File: config.mk
export PLATFORM = sky130hd
export DESIGN_NAME = mem_ctrl
export DESIGN_NICKNAME = d
export VERILOG_FILES = /design/src/rtl/risc_pkg.sv /design/src/rtl/mem_ctrl.sv
export SDC_FILE = /design/constraint.sdc
export NUM_CORES = 1
export LEC_CHECK = 0
export ABC_AREA = 0
export BUFFER_PORTS_ARGS = -buffer_cell sky130_fd_sc_hd__buf_2
export CAP_MARGIN = 20
export CORE_UTILIZATION = 45
export DETAILED_ROUTE_END_ITERATION = 10
export GPL_TIMING_DRIVEN = 1
export PLACE_DENSITY = 0.74
export SLEW_MARGIN = 0
export SYNTH_ARGS = -nofsm -noshare
export SYNTH_HDL_FRONTEND = slang
export SYNTH_SLANG_ARGS = --single-unit
File: constraint.sdc
create_clock -name clk -period 13.1 [get_ports clk]
set_input_delay 1.31 -clock clk [delete_from_list [all_inputs] [get_ports clk]]
set_output_delay 1.31 -clock clk [all_outputs]
set_load 0.01 [all_outputs]
File: src/rtl/risc_pkg.sv
// Shared definitions for the core: access-length codes, memory owner codes,
// the memory controller state encoding and small byte helpers.
package risc_pkg;

  // Access length encodings (number of bytes minus one; 2'd2 is illegal)
  localparam logic [1:0] LEN_B = 2'd0;
  localparam logic [1:0] LEN_H = 2'd1;
  localparam logic [1:0] LEN_W = 2'd3;

  // Owner of the in-flight RAM access
  localparam logic OWN_IF = 1'b0;
  localparam logic OWN_MM = 1'b1;

  // Memory controller states
  typedef enum logic [1:0] {
    ST_IDLE = 2'd0,
    ST_RD   = 2'd1,
    ST_WR   = 2'd2,
    ST_DONE = 2'd3
  } mem_ctrl_state_e;

  // Index of the last byte of an access; the illegal length 2 is treated as a word
  function automatic logic [1:0] len_last(input logic [1:0] len);
    logic [1:0] last;
    case (len)
      LEN_B:   last = 2'd0;
      LEN_H:   last = 2'd1;
      LEN_W:   last = 2'd3;
      default: last = 2'd3;
    endcase
    return last;
  endfunction

  // Little-endian byte lane select from a 32-bit word
  function automatic logic [7:0] get_byte(input logic [31:0] word, input logic [1:0] idx);
    logic [7:0] b;
    case (idx)
      2'd0:    b = word[7:0];
      2'd1:    b = word[15:8];
      2'd2:    b = word[23:16];
      2'd3:    b = word[31:24];
      default: b = 8'd0;
    endcase
    return b;
  endfunction

endpackage

File: src/rtl/mem_ctrl.sv
// Single-port byte-wide RAM controller shared by instruction fetch and the
// memory stage. Serialises 1/2/4-byte accesses into byte cycles, assembles
// little-endian read data and pulses the owner's done for one cycle.
// All RAM-side and requester-side outputs come straight from registers.
module mem_ctrl
  import risc_pkg::*;
#(
  parameter int ADDR_W = 32
) (
  input  logic              clk,
  input  logic              rst,
  input  logic              if_req,
  input  logic [ADDR_W-1:0] if_addr,
  output logic [31:0]       if_data,
  output logic              if_done,
  input  logic              mm_req,
  input  logic              mm_we,
  input  logic [1:0]        mm_len,
  input  logic [ADDR_W-1:0] mm_addr,
  input  logic [31:0]       mm_wdata,
  output logic [31:0]       mm_rdata,
  output logic              mm_done,
  input  logic [7:0]        ram_din,
  output logic [ADDR_W-1:0] ram_addr,
  output logic [7:0]        ram_dout,
  output logic              ram_we,
  output logic              busy
);

  // Control / datapath state
  mem_ctrl_state_e   state_r;
  logic              owner_r;
  logic [ADDR_W-1:0] addr_r;
  logic [1:0]        last_r;
  logic [2:0]        cnt_r;
  logic [31:0]       wdata_r;
  logic [31:0]       asm_r;

  // Output registers
  logic [ADDR_W-1:0] ram_addr_r;
  logic [7:0]        ram_dout_r;
  logic              ram_we_r;
  logic              if_done_r;
  logic              mm_done_r;
  logic [31:0]       if_data_r;
  logic [31:0]       mm_rdata_r;
  logic              busy_r;

  // Next-state values
  mem_ctrl_state_e   nxt_state_s;
  logic              nxt_owner_s;
  logic [ADDR_W-1:0] nxt_addr_s;
  logic [1:0]        nxt_last_s;
  logic [2:0]        nxt_cnt_s;
  logic [31:0]       nxt_wdata_s;
  logic [31:0]       nxt_asm_s;
  logic [ADDR_W-1:0] nxt_ram_addr_s;
  logic [7:0]        nxt_ram_dout_s;
  logic              nxt_ram_we_s;
  logic              nxt_if_done_s;
  logic              nxt_mm_done_s;
  logic [31:0]       nxt_if_data_s;
  logic [31:0]       nxt_mm_rdata_s;
  logic              nxt_busy_s;

  // Read assembly: the byte on ram_din now belongs to the address issued
  // one cycle earlier, i.e. byte lane cnt_r-1.
  logic [1:0]  lane_s;
  logic [31:0] captured_s;

  assign lane_s     = cnt_r[1:0] - 2'd1;
  assign captured_s = asm_r | ({24'd0, ram_din} << {lane_s, 3'b000});

  // Arbitration, byte sequencing and next values for every registered output
  always_comb begin
    nxt_state_s    = state_r;
    nxt_owner_s    = owner_r;
    nxt_addr_s     = addr_r;
    nxt_last_s     = last_r;
    nxt_cnt_s      = cnt_r;
    nxt_wdata_s    = wdata_r;
    nxt_asm_s      = asm_r;
    nxt_ram_addr_s = '0;
    nxt_ram_dout_s = 8'd0;
    nxt_ram_we_s   = 1'b0;
    nxt_if_done_s  = 1'b0;
    nxt_mm_done_s  = 1'b0;
    nxt_if_data_s  = 32'd0;
    nxt_mm_rdata_s = 32'd0;

    case (state_r)
      ST_IDLE: begin
        // Fixed priority: the memory stage beats fetch
        if (mm_req) begin
          nxt_owner_s    = OWN_MM;
          nxt_addr_s     = mm_addr;
          nxt_last_s     = len_last(mm_len);
          nxt_wdata_s    = mm_wdata;
          nxt_cnt_s      = 3'd0;
          nxt_asm_s      = 32'd0;
          nxt_ram_addr_s = mm_addr;
          if (mm_we) begin
            nxt_state_s    = ST_WR;
            nxt_ram_we_s   = 1'b1;
            nxt_ram_dout_s = mm_wdata[7:0];
          end else begin
            nxt_state_s = ST_RD;
          end
        end else if (if_req) begin
          nxt_owner_s    = OWN_IF;
          nxt_addr_s     = if_addr;
          nxt_last_s     = LEN_W;
          nxt_wdata_s    = 32'd0;
          nxt_cnt_s      = 3'd0;
          nxt_asm_s      = 32'd0;
          nxt_ram_addr_s = if_addr;
          nxt_state_s    = ST_RD;
        end else begin
          nxt_state_s = ST_IDLE;
        end
      end

      ST_WR: begin
        // cnt_r is the byte currently on the RAM port
        if (cnt_r[1:0] == last_r) begin
          nxt_state_s = ST_DONE;
          if (owner_r == OWN_MM) begin
            nxt_mm_done_s = 1'b1;
          end else begin
            nxt_if_done_s = 1'b1;
          end
        end else begin
          nxt_cnt_s      = cnt_r + 3'd1;
          nxt_ram_we_s   = 1'b1;
          nxt_ram_addr_s = addr_r + ADDR_W'(cnt_r + 3'd1);
          nxt_ram_dout_s = get_byte(wdata_r, cnt_r[1:0] + 2'd1);
        end
      end

      ST_RD: begin
        // cnt_r counts read cycles since accept (cycle k has cnt_r = k-1)
        nxt_cnt_s = cnt_r + 3'd1;
        if (cnt_r != 3'd0) begin
          nxt_asm_s = captured_s;
        end else begin
          nxt_asm_s = asm_r;
        end
        if (cnt_r < {1'b0, last_r}) begin
          nxt_ram_addr_s = addr_r + ADDR_W'(cnt_r + 3'd1);
        end else begin
          nxt_ram_addr_s = '0;
        end
        if (cnt_r == ({1'b0, last_r} + 3'd1)) begin
          nxt_state_s = ST_DONE;
          if (owner_r == OWN_MM) begin
            nxt_mm_done_s  = 1'b1;
            nxt_mm_rdata_s = captured_s;
          end else begin
            nxt_if_done_s = 1'b1;
            nxt_if_data_s = captured_s;
          end
        end else begin
          nxt_state_s = ST_RD;
        end
      end

      ST_DONE: begin
        // No accept here: the requester gets one IDLE cycle to drop req
        nxt_state_s = ST_IDLE;
        nxt_cnt_s   = 3'd0;
      end

      default: begin
        nxt_state_s = ST_IDLE;
        nxt_cnt_s   = 3'd0;
      end
    endcase

    nxt_busy_s = (nxt_state_s != ST_IDLE);
  end

  // Control and datapath state registers
  always_ff @(posedge clk or posedge rst) begin
    if (rst) begin
      state_r <= ST_IDLE;
      owner_r <= OWN_IF;
      addr_r  <= '0;
      last_r  <= 2'd0;
      cnt_r   <= 3'd0;
      wdata_r <= 32'd0;
      asm_r   <= 32'd0;
    end else begin
      state_r <= nxt_state_s;
      owner_r <= nxt_owner_s;
      addr_r  <= nxt_addr_s;
      last_r  <= nxt_last_s;
      cnt_r   <= nxt_cnt_s;
      wdata_r <= nxt_wdata_s;
      asm_r   <= nxt_asm_s;
    end
  end

  // Output registers; reset clears every output immediately
  always_ff @(posedge clk or posedge rst) begin
    if (rst) begin
      ram_addr_r <= '0;
      ram_dout_r <= 8'd0;
      ram_we_r   <= 1'b0;
      if_done_r  <= 1'b0;
      mm_done_r  <= 1'b0;
      if_data_r  <= 32'd0;
      mm_rdata_r <= 32'd0;
      busy_r     <= 1'b0;
    end else begin
      ram_addr_r <= nxt_ram_addr_s;
      ram_dout_r <= nxt_ram_dout_s;
      ram_we_r   <= nxt_ram_we_s;
      if_done_r  <= nxt_if_done_s;
      mm_done_r  <= nxt_mm_done_s;
      if_data_r  <= nxt_if_data_s;
      mm_rdata_r <= nxt_mm_rdata_s;
      busy_r     <= nxt_busy_s;
    end
  end

  assign ram_addr = ram_addr_r;
  assign ram_dout = ram_dout_r;
  assign ram_we   = ram_we_r;
  assign if_done  = if_done_r;
  assign mm_done  = mm_done_r;
  assign if_data  = if_data_r;
  assign mm_rdata = mm_rdata_r;
  assign busy     = busy_r;

endmodule

# [Word level (Yosys, flattened, before mapping)]
# Index checks and enable logic that the tools add are counted.
[totals] out_inout_bits=108 inputBits=111 register_bits=212
[op_classes] n_eq_ne=12 reduce_logical=10 shifts=1 mux=50 bitwise=1 addsub=6 order_cmp=1
[op_table] cell="$mux W32" count=16
[op_table] cell="$pmux W32 S3" count=1
[op_table] cell="$pmux W32 S2" count=1
[op_table] cell="$add A32 B4 Y32" count=1
[op_table] cell="$or A32 B32 Y32" count=1
[op_table] cell="$pmux W8 S4" count=1
[op_table] cell="$shl A8 B5 Y32" count=1
[op_table] cell="$mux W8" count=3
[op_table] cell="$pmux W8 S2" count=1
[op_table] cell="$mux W1" count=12
[op_table] cell="$mux W2" count=6
[op_table] cell="$pmux W3 S4" count=1
[op_table] cell="$mux W3" count=3
[op_table] cell="$eq A2 B2 Y1 const B" count=4
[op_table] cell="$pmux W2 S4" count=1
[op_table] cell="$eq A2 B1 Y1 const B" count=3
[op_table] cell="$logic_not A2 Y1" count=3
[op_table] cell="$pmux W1 S2" count=3
[op_table] cell="$reduce_bool A2 Y1" count=3
[op_table] cell="$add A3 B1 Y4 const B" count=1
[op_table] cell="$ne A2 B2 Y1 const B" count=2
[op_table] cell="$pmux W2 S2" count=1
[op_table] cell="$reduce_and A2 Y1" count=2
[op_table] cell="$add A2 B1 Y3 const B" count=1
[op_table] cell="9 further kinds" count=9

# [Logic depth before layout (Yosys ltp)]
# Gate-level depths: netlist of the first run.
[logic_depth] word_depth=6 ltp_mapped=10 mapped_depth_nobuf=8

# [Worst setup path before layout of the first run]
# No wires, ideal clock.
[synth_timing] path_kind="register to register" startpoint="register cnt_r[0]" endpoint="register ram_addr_r[28], in the netlist ram_addr[28]" path_buffers=2 arrival_ns=2.675 path_stages_with_launch=11 setup_ns=0.129 period_less_slack_ns=2.804 slack_ns=10.296 cell_sequence="dfrtp_1 -> clkbuf_1 -> inv_1 -> ha_1 -> fa_1 -> nand2b_1 -> a2111o_1 -> buf_6 -> nor4_1 -> xnor2_1 -> o22ai_2"
[synth_via] elab_chain_len=4
[synth_rtl] item="start: declaration" line="mem_ctrl.sv:35" source="logic [2:0] cnt_r;"
[synth_rtl] item="start signal: assignment" line="mem_ctrl.sv:197" source="cnt_r <= nxt_cnt_s;"
[synth_rtl] item="$add A3 B1 Y4" line="mem_ctrl.sv:135, mem_ctrl.sv:149"
[synth_rtl] item="$add A32 B4 Y32" line="mem_ctrl.sv:135, mem_ctrl.sv:149"
[synth_rtl] item="$mux W32 (on tied branches)" line="mem_ctrl.sv:148, mem_ctrl.sv:125"
[synth_rtl] item="$pmux W32 S3 (*)" line="mem_ctrl.sv:91" source="case (state_r)"
[synth_rtl] item="named net nxt_ram_addr_s[28]" line="mem_ctrl.sv:57" source="logic [ADDR_W-1:0] nxt_ram_addr_s;"
[synth_rtl] item="end signal: assignment" line="mem_ctrl.sv:215" source="ram_addr_r <= nxt_ram_addr_s;"
[synth_rtl] item="end: declaration" line="mem_ctrl.sv:40" source="logic [ADDR_W-1:0] ram_addr_r;"
# Mark *: on every way through the listed nets, which the timed path passes. The rest lies on a longest branch.
# A chain may end at the register's enable or synchronous reset.

# [Worst setup path after layout of the first run]
[layout_timing] startpoint="input mm_req" endpoint="register asm_r[16]"
[layout_via] elab_chain_len=2
[layout_rtl] item="start: declaration" line="mem_ctrl.sv:16" source="input logic mm_req,"
[layout_rtl] item="$ne A3 B3 Y1 (no line) / $mux W32 (equally long branches)"
[layout_rtl] item="$reduce_and A3 Y1 (no line) / $pmux W32 S2 (equally long branches)"
[layout_rtl] item="end signal: assignment" line="mem_ctrl.sv:199" source="asm_r <= nxt_asm_s;"
[layout_rtl] item="end: declaration" line="mem_ctrl.sv:37" source="logic [31:0] asm_r;"
# Parallel ways exist; a longest one is shown, timed or not.

==> results of run 1 <==
-- sequential cells by signal (all words and copies together), names as in the netlist --
register	count
wdata_r	32
mm_done	1
state_r	2
ram_we	1
mm_rdata	32
last_r	2
busy	1
ram_dout	8
owner_r	1
if_data	32
if_done	1
cnt_r	3
asm_r	32
addr_r	32
ram_addr	32
-- power by group through the flow --
stage	logic (mW)	registers, mW	clock network (mW)
after global routing	0.907	1.00	0.718
after CTS	0.808	0.973	0.692
after detailed placement	0.804	0.984	0
after floorplan	0.555	0.986	0
after global placement	0.780	0.979	0
final	0.809	0.975	0.677
-- layer usage --
metal  routed length, um  GRT usage, %
met5                   0             0
met4                 453         4.924
met3                1269         2.951
met2               10470         35.61
met1                9486         29.44
-- cell type report --
class	count	area share (%)
flip-flops and latches	212	48.00
multi-input cells	600	30.24
repair buffers	226	10.75
clock buffers	34	6.305
well taps	265	3.000
clock inverters	7	1.030
inverters	18	0.6792
-- metrics by stage --
step | utilization [%] | power [mW] | instances
2_1_floorplan | - | 1.542 | 889
3_3_place_gp | 52.16 | 1.759 | 1318
3_5_place_dp | 52.24 | 1.788 | 1319
4_1_cts | 56.39 | 2.474 | 1360
5_1_grt | 56.61 | 2.626 | 1362
6_report | 56.61 | 2.462 | 1362
-- synthesized netlist by cell type (all sizes together), types with 2 or more instances --
| master | n |
|---|---|
| nor2b | 5 |
| ha | 15 |
| or3 | 2 |
| a222oi | 8 |
| buf | 16 |
| xnor2 | 18 |
| a21o | 6 |
| nand4 | 8 |
| nor2 | 131 |
| and4 | 5 |
| mux2i | 31 |
| inv | 18 |
| nor3 | 6 |
| nand3 | 44 |
| clkbuf | 43 |
| nor3b | 3 |
| nand2 | 123 |
| and3 | 8 |
| a21oi | 82 |
| dfrtp | 212 |
| o22ai | 25 |
| xor2 | 13 |
| o21ai | 45 |
| nor4 | 4 |
| nand2b | 3 |
-- tightest hold or removal path: cells and delay by family, from the launching register on --
family,cells,cell delay (ns)
DFF,1,0.34
and+or+nand+nor,2,0.10
-- kinds of logic (layout without fill, tap and decap cells) --
kind of cell / count (synthesis) / in the layout / synth area share (%)
fa+ha+maj: 16 / 16 / 2.315
simple gates: 346 / 346 / 16.79
buf+inv: 77 / 285 / 3.765
mux: 31 / 31 / 3.459
flops: 212 / 212 / 59.14
compound gates: 176 / 176 / 11.51
xor+xnor: 31 / 31 / 3.026
-- final timing paths --
kind | slack (ns) | from | cells after the start | endpoint
min | 0.47 | wdata_r[7]$_DFFE_PP0P_ | 2 | wdata_r[7]$_DFFE_PP0P_
max in group asynchronous | 10.71 | rst | 4 | wdata_r[12]$_DFFE_PP0P_
min reg2reg | 0.47 | wdata_r[7]$_DFFE_PP0P_ | 2 | wdata_r[7]$_DFFE_PP0P_
max reg2reg | 9.91 | cnt_r[0]$_DFFE_PP0P_ | 8 | ram_addr[28]$_DFF_PP0_
min in group asynchronous | 0.79 | rst | 2 | ram_addr[3]$_DFF_PP0_
max | 9.80 | mm_req | 6 | asm_r[16]$_DFFE_PP0P_
-- placed cells by master (no fill, tap or decap), drive strengths merged, types with 15 or more instances in the layout --
cell | Yosys | routed
a21oi | 82 | 82
buf | 16 | 226
clkbuf | 43 | 34
dfrtp | 212 | 212
ha | 15 | 15
inv | 18 | 19
mux2i | 31 | 31
nand2 | 123 | 123
nand3 | 44 | 44
nor2 | 131 | 131
o21ai | 45 | 45
o22ai | 25 | 25
xnor2 | 18 | 18
==> impl_metrics.toml, run 1 <==
[run_status]
status = "finished, final reports clean"

[worst_setup_path]
crit_family = "simple AND/OR/NAND/NOR gates"
path_class = "input pin to register"
cp.arrival_ns = 3.71
cp.required_ns = 13.52
cp_num_buf_inv = 1
cp-end-kind = "register"
cp_slowest_stage_delay_ns = 0.72
cpMostUsedCell = "nor2_1"
crit_fanout = 74
path_cells = "buf_4 -> nor2_1 -> a221o_1 -> nor3_1 -> a21oi_1 -> nor2_1"
worstSetupStartpointType = "input pin"
critPathSlowestCell = "nor3_1"

[grt]
grt_pass1_wl_um = 34180
grt_start_max_net_pins = 152
grt-ovfl-total = 0
antenna_found_initial = 0
track_usage_pct = 21.33
grt_pass1_vias = 6639

[routing]
vias = 7001
drt-initial-drc-count = 492
wl_per_cell_um = 15.92
drc = 0
wl_um = 21680
avgViaCountPerCell = 5.140
firstDrtPassIters = 5
antenna_left = 0

[power_and_ir_drop]
leakagePower_nw = 5.710
pwr-share-comb_pct = 32.9
p_switching_mw = 0.8905
power_frac_seq_pct = 39.6
power_density_mw_per_mm2 = 222.7
ir_worst_vdd_v = 0.0001110
clkPwrFrac_pct = 27.5
internal-power_mw = 1.571
switching_share_pct = 36.18

[clock_tree]
numClockSinks = 212
post_cts_buffers = 0
cts.path.max_buffers = 3
htreeDepth = 1
clk-insertion-delay-late_ns = 0.50
clk_pin_slew_ns = 0.06
cts_tree = "built"
cts_resized = 0
numCtsBuffers = 23
cts_root_buf = "clkbuf_16"
cts_hold_buf = 0

[synthesis]
synthCells = 889
netlist.area_leader.share_pct = 59.14
synth-main-ff-cell = "dfrtp_1"
synth-edff-count = 0
synthesis.area_sq_mm = 0.008971
syn-num-nets = 1016
ys_async_sr_fraction_pct = 100.0
ys_ff_latch = 212
syn_avg_cell_area_sq_um = 10.09
yosysTopAreaCell = "dfrtp_1"
ys_types = 51
synth.area.top_cells = "dfrtp_1 59%, nor2_1 5.5%, nand2_1 5.1%"
yosys_warnings = 0
yosysSeqAreaShare_pct = 59.14

[sta]
worst_slew_pin_slew_ns = 0.9990
fin_crit_sh_pct = 25.15
fmax_ghz = 0.3035
final.min_clock_period_ns = 3.295
setup_viol = 0
worst_slack_ns = 9.805
slew_headroom_pct = 33.40
drv_slew = 0
totalNegativeSetupSlack_ns = 0
clock_skew_ns = 0.008751
holdWs_ns = 0.4691
hold_viol_final = 0
rsz0062_at_grt = "no"

[final_layout]
fillers = 1748
drive_gt1_share_pct = 25.34
regArea_sq_mm = 0.005305
antenna_cells = 0
final_cell_area_sq_mm = 0.01105
nets = 1208
synthToLayoutAreaGrowth_pct = 23.21
multi_input_area_sq_mm = 0.003342

[place]
placed_cell_area_sq_mm = 0.01020
dp_hpwl_um = 14750
globalplace.congestion = 0.8211
portBuffers = 218
post-place-ws_ns = 9.327

[die]
dieArea_sq_mm = 0.02050
die_h_um = 143.2
num_io_pins = 219
row_count = 51
initial_core_util_pct = 45.94
core_area_sq_mm = 0.01953
die-width_um = 143.2

[hold_path]
worstHoldPathType = "register to register"

[job]
drv_cap = 0
Note: power is estimated with default switching activity, not from simulation.
==> run 2: changes to the inputs <==
--- a/config.mk
+++ b/config.mk
@@ -5,13 +5,13 @@
 export SDC_FILE = /design/constraint.sdc
 export NUM_CORES = 1
 export LEC_CHECK = 0
-export ABC_AREA = 0
+export ABC_AREA = 1
 export BUFFER_PORTS_ARGS = -buffer_cell sky130_fd_sc_hd__buf_2
 export CAP_MARGIN = 20
 export CORE_UTILIZATION = 45
 export DETAILED_ROUTE_END_ITERATION = 10
 export GPL_TIMING_DRIVEN = 1
-export PLACE_DENSITY = 0.74
+export PLACE_DENSITY = 0.76
 export SLEW_MARGIN = 0
 export SYNTH_ARGS = -nofsm -noshare
 export SYNTH_HDL_FRONTEND = slang
==> constraint.sdc (replaced) <==
create_clock -name clk -period 2.7 [get_ports clk]
set_input_delay 0.27 -clock clk [delete_from_list [all_inputs] [get_ports clk]]
set_output_delay 0.27 -clock clk [all_outputs]
set_load 0.01 [all_outputs]
==> impl_metrics.toml, run 2 <==
[run_status]
status = "finished, final reports clean"

[synthesis]
syn_avg_cell_area_sq_um = 8.319
ys_ff_latch = 212
synth-main-ff-cell = "dfrtp_1"
yosysTopAreaCell = "dfrtp_1"
netlist.area_leader.share_pct = 54.65
syn-num-nets = 1294
ys_async_sr_fraction_pct = 100.0
yosys_warnings = 0
yosysSeqAreaShare_pct = 54.65
ys_top_cells_by_count = "341 x nand2_1, 212 x dfrtp_1, 124 x inv_1"
ys_types = 37
synth.most_common_cell = "nand2_1"
synth.area.top_cells = "dfrtp_1 55%, nand2_1 13%, o21ai_0 5.7%"
synthesis.area_sq_mm = 0.009708
synthCells = 1167
synth-edff-count = 0

[final_layout]
multi_input_area_sq_mm = 0.003628
final_util_pct = 57.28
final_cell_area_sq_mm = 0.01208
regArea_sq_mm = 0.005305
layout.cells.most_common = "nand2_1"
nets = 1528
synthToLayoutAreaGrowth_pct = 24.42
fillers = 1932
final_cell_mix = "341 x nand2_1, 218 x buf_2, 212 x dfrtp_1, 123 x inv_1"
drive_gt1_share_pct = 20.55

[routing]
antenna_left = 0
drc = 0
wl_per_cell_um = 15.22
vias = 8507
wl_um = 25750
drt-initial-drc-count = 627
firstDrtPassIters = 5
avgViaCountPerCell = 5.028

[grt]
grt_start_max_net_pins = 77
grt_pass1_wl_um = 41140
grt_pass1_vias = 8168
track_usage_pct = 23.44
grt-ovfl-total = 0
antenna_found_initial = 1

[clock_tree]
htreeDepth = 1
post_cts_buffers = 0
cts_tree = "built"
cts_resized = 0
cts.path.max_buffers = 3
clk_pin_slew_ns = 0.06
clk-insertion-delay-late_ns = 0.50
numClockSinks = 212
numCtsBuffers = 23
cts_root_buf = "clkbuf_16"

[worst_setup_path]
path_class = "register to register"
cp-end-kind = "register"
worstSetupStartpointType = "register"
crit_fanout = 20
cp.arrival_ns = 2.71
cp.required_ns = 3.11

[die]
core_area_sq_mm = 0.02109
num_io_pins = 219
die_h_um = 148.9
die-width_um = 148.9
dieArea_sq_mm = 0.02217
initial_core_util_pct = 46.04
row_count = 53

[power_and_ir_drop]
power_density_mw_per_mm2 = 1069
leakagePower_nw = 6.365
finalPower_mw = 12.91
ir_worst_vdd_v = 0.0005286

[sta]
setup_viol = 0
rsz0062_at_grt = "no"
drv_slew = 0
totalNegativeSetupSlack_ns = 0
worst_slew_pin_slew_ns = 0.7560
slew_headroom_pct = 49.60
final.min_clock_period_ns = 2.302
hold_viol_final = 0
fmax_ghz = 0.4343
holdWs_ns = 0.02231
clock_skew_ns = 0.009296
fin_crit_sh_pct = 85.28

[place]
portBuffers = 218
dp_hpwl_um = 18260
placed_cell_area_sq_mm = 0.01107
globalplace.congestion = 0.9112

[job]
drv_cap = 0

[hold_path]
worstHoldPathType = "input pin to register"
run 2: changes by cell type after synthesis, moves of 29 or more:
cell	change
o21ai_0	+66
mux2i_1	-31
a21oi_1	-29
nand2_1	+218
nand3_1	+33
inv_1	+106
run 2: power breakdown:
part / internal [mW] / leakage [nW] / switching [mW]
Combinational: 1.62 / 3.17 / 3.39
Clock: 1.96 / 0.371 / 1.23
Sequential: 4.16 / 2.82 / 0.545
Total: 7.74 / 6.36 / 5.17
run 2: cells by family after synthesis:
kind of cell	share of synthesized area [%]
flops	54.65
buf+inv	8.055
compound gates	12.05
simple gates	22.93
xor+xnor	0.1805
fa+ha+maj	2.139
run 2: critical path: stages, from the launching register on:
cell	delay [ns]
dfrtp_1	0.37
inv_1	0.18
ha_1	0.29
nand2_1	0.06
inv_1	0.07
nor2_4	0.22
inv_1	0.10
nand2_2	0.35
buf_4	0.29
nand3_1	0.10
a21oi_1	0.17
run 2: through the flow:
stage,worst slack [ns],instances
CTS,0.4292,1691
floorplan,-0.3262,1167
detailed placement,0.4589,1627
global placement,0.5203,1627
finish,0.3976,1692
global route,0.1933,1692
run 2: layout make-up:
class                   count  area share (%)
multi-input cells         773           30.04
inverters                 129           4.060
well taps                 275           2.849
diodes                      1         0.02072
clock buffers              34           5.438
clock inverters             6          0.8908
flip-flops and latches    212           43.92
repair buffers            262           12.78
run 2: final timing paths:
check,startpoint,endpoint,slack (ns),cells after the start
max in group asynchronous,rst,if_data[23]$_DFF_PP0_,1.74,4
worst max-delay path,cnt_r[0]$_DFFE_PP0P_,ram_addr[27]$_DFF_PP0_,0.40,10
min in group asynchronous,rst,ram_addr[3]$_DFF_PP0_,0.31,3
worst min-delay path,mm_wdata[13],wdata_r[13]$_DFFE_PP0P_,0.02,2
worst min register to register,wdata_r[0]$_DFFE_PP0P_,wdata_r[0]$_DFFE_PP0P_,0.49,2
worst max register to register,cnt_r[0]$_DFFE_PP0P_,ram_addr[27]$_DFF_PP0_,0.40,10
run 2: routing by layer:
| metal | vias to the layer above | global-route usage (%) | wire [um] |
|---|---|---|---|
| met2 | 299 | 36.21 | 11660 |
| li1 | 4183 | - | - |
| met5 | - | 0 | 0 |
| met4 | 0 | 9.235 | 962 |
| met1 | 3962 | 32.92 | 11540 |
| met3 | 63 | 3.945 | 1588 |
run 2: repair_timing:
action,4_1_cts,5_1_grt
hold buffers,24,0
endpoints found under the setup margin,0,0
endpoints found under the hold margin,30,0
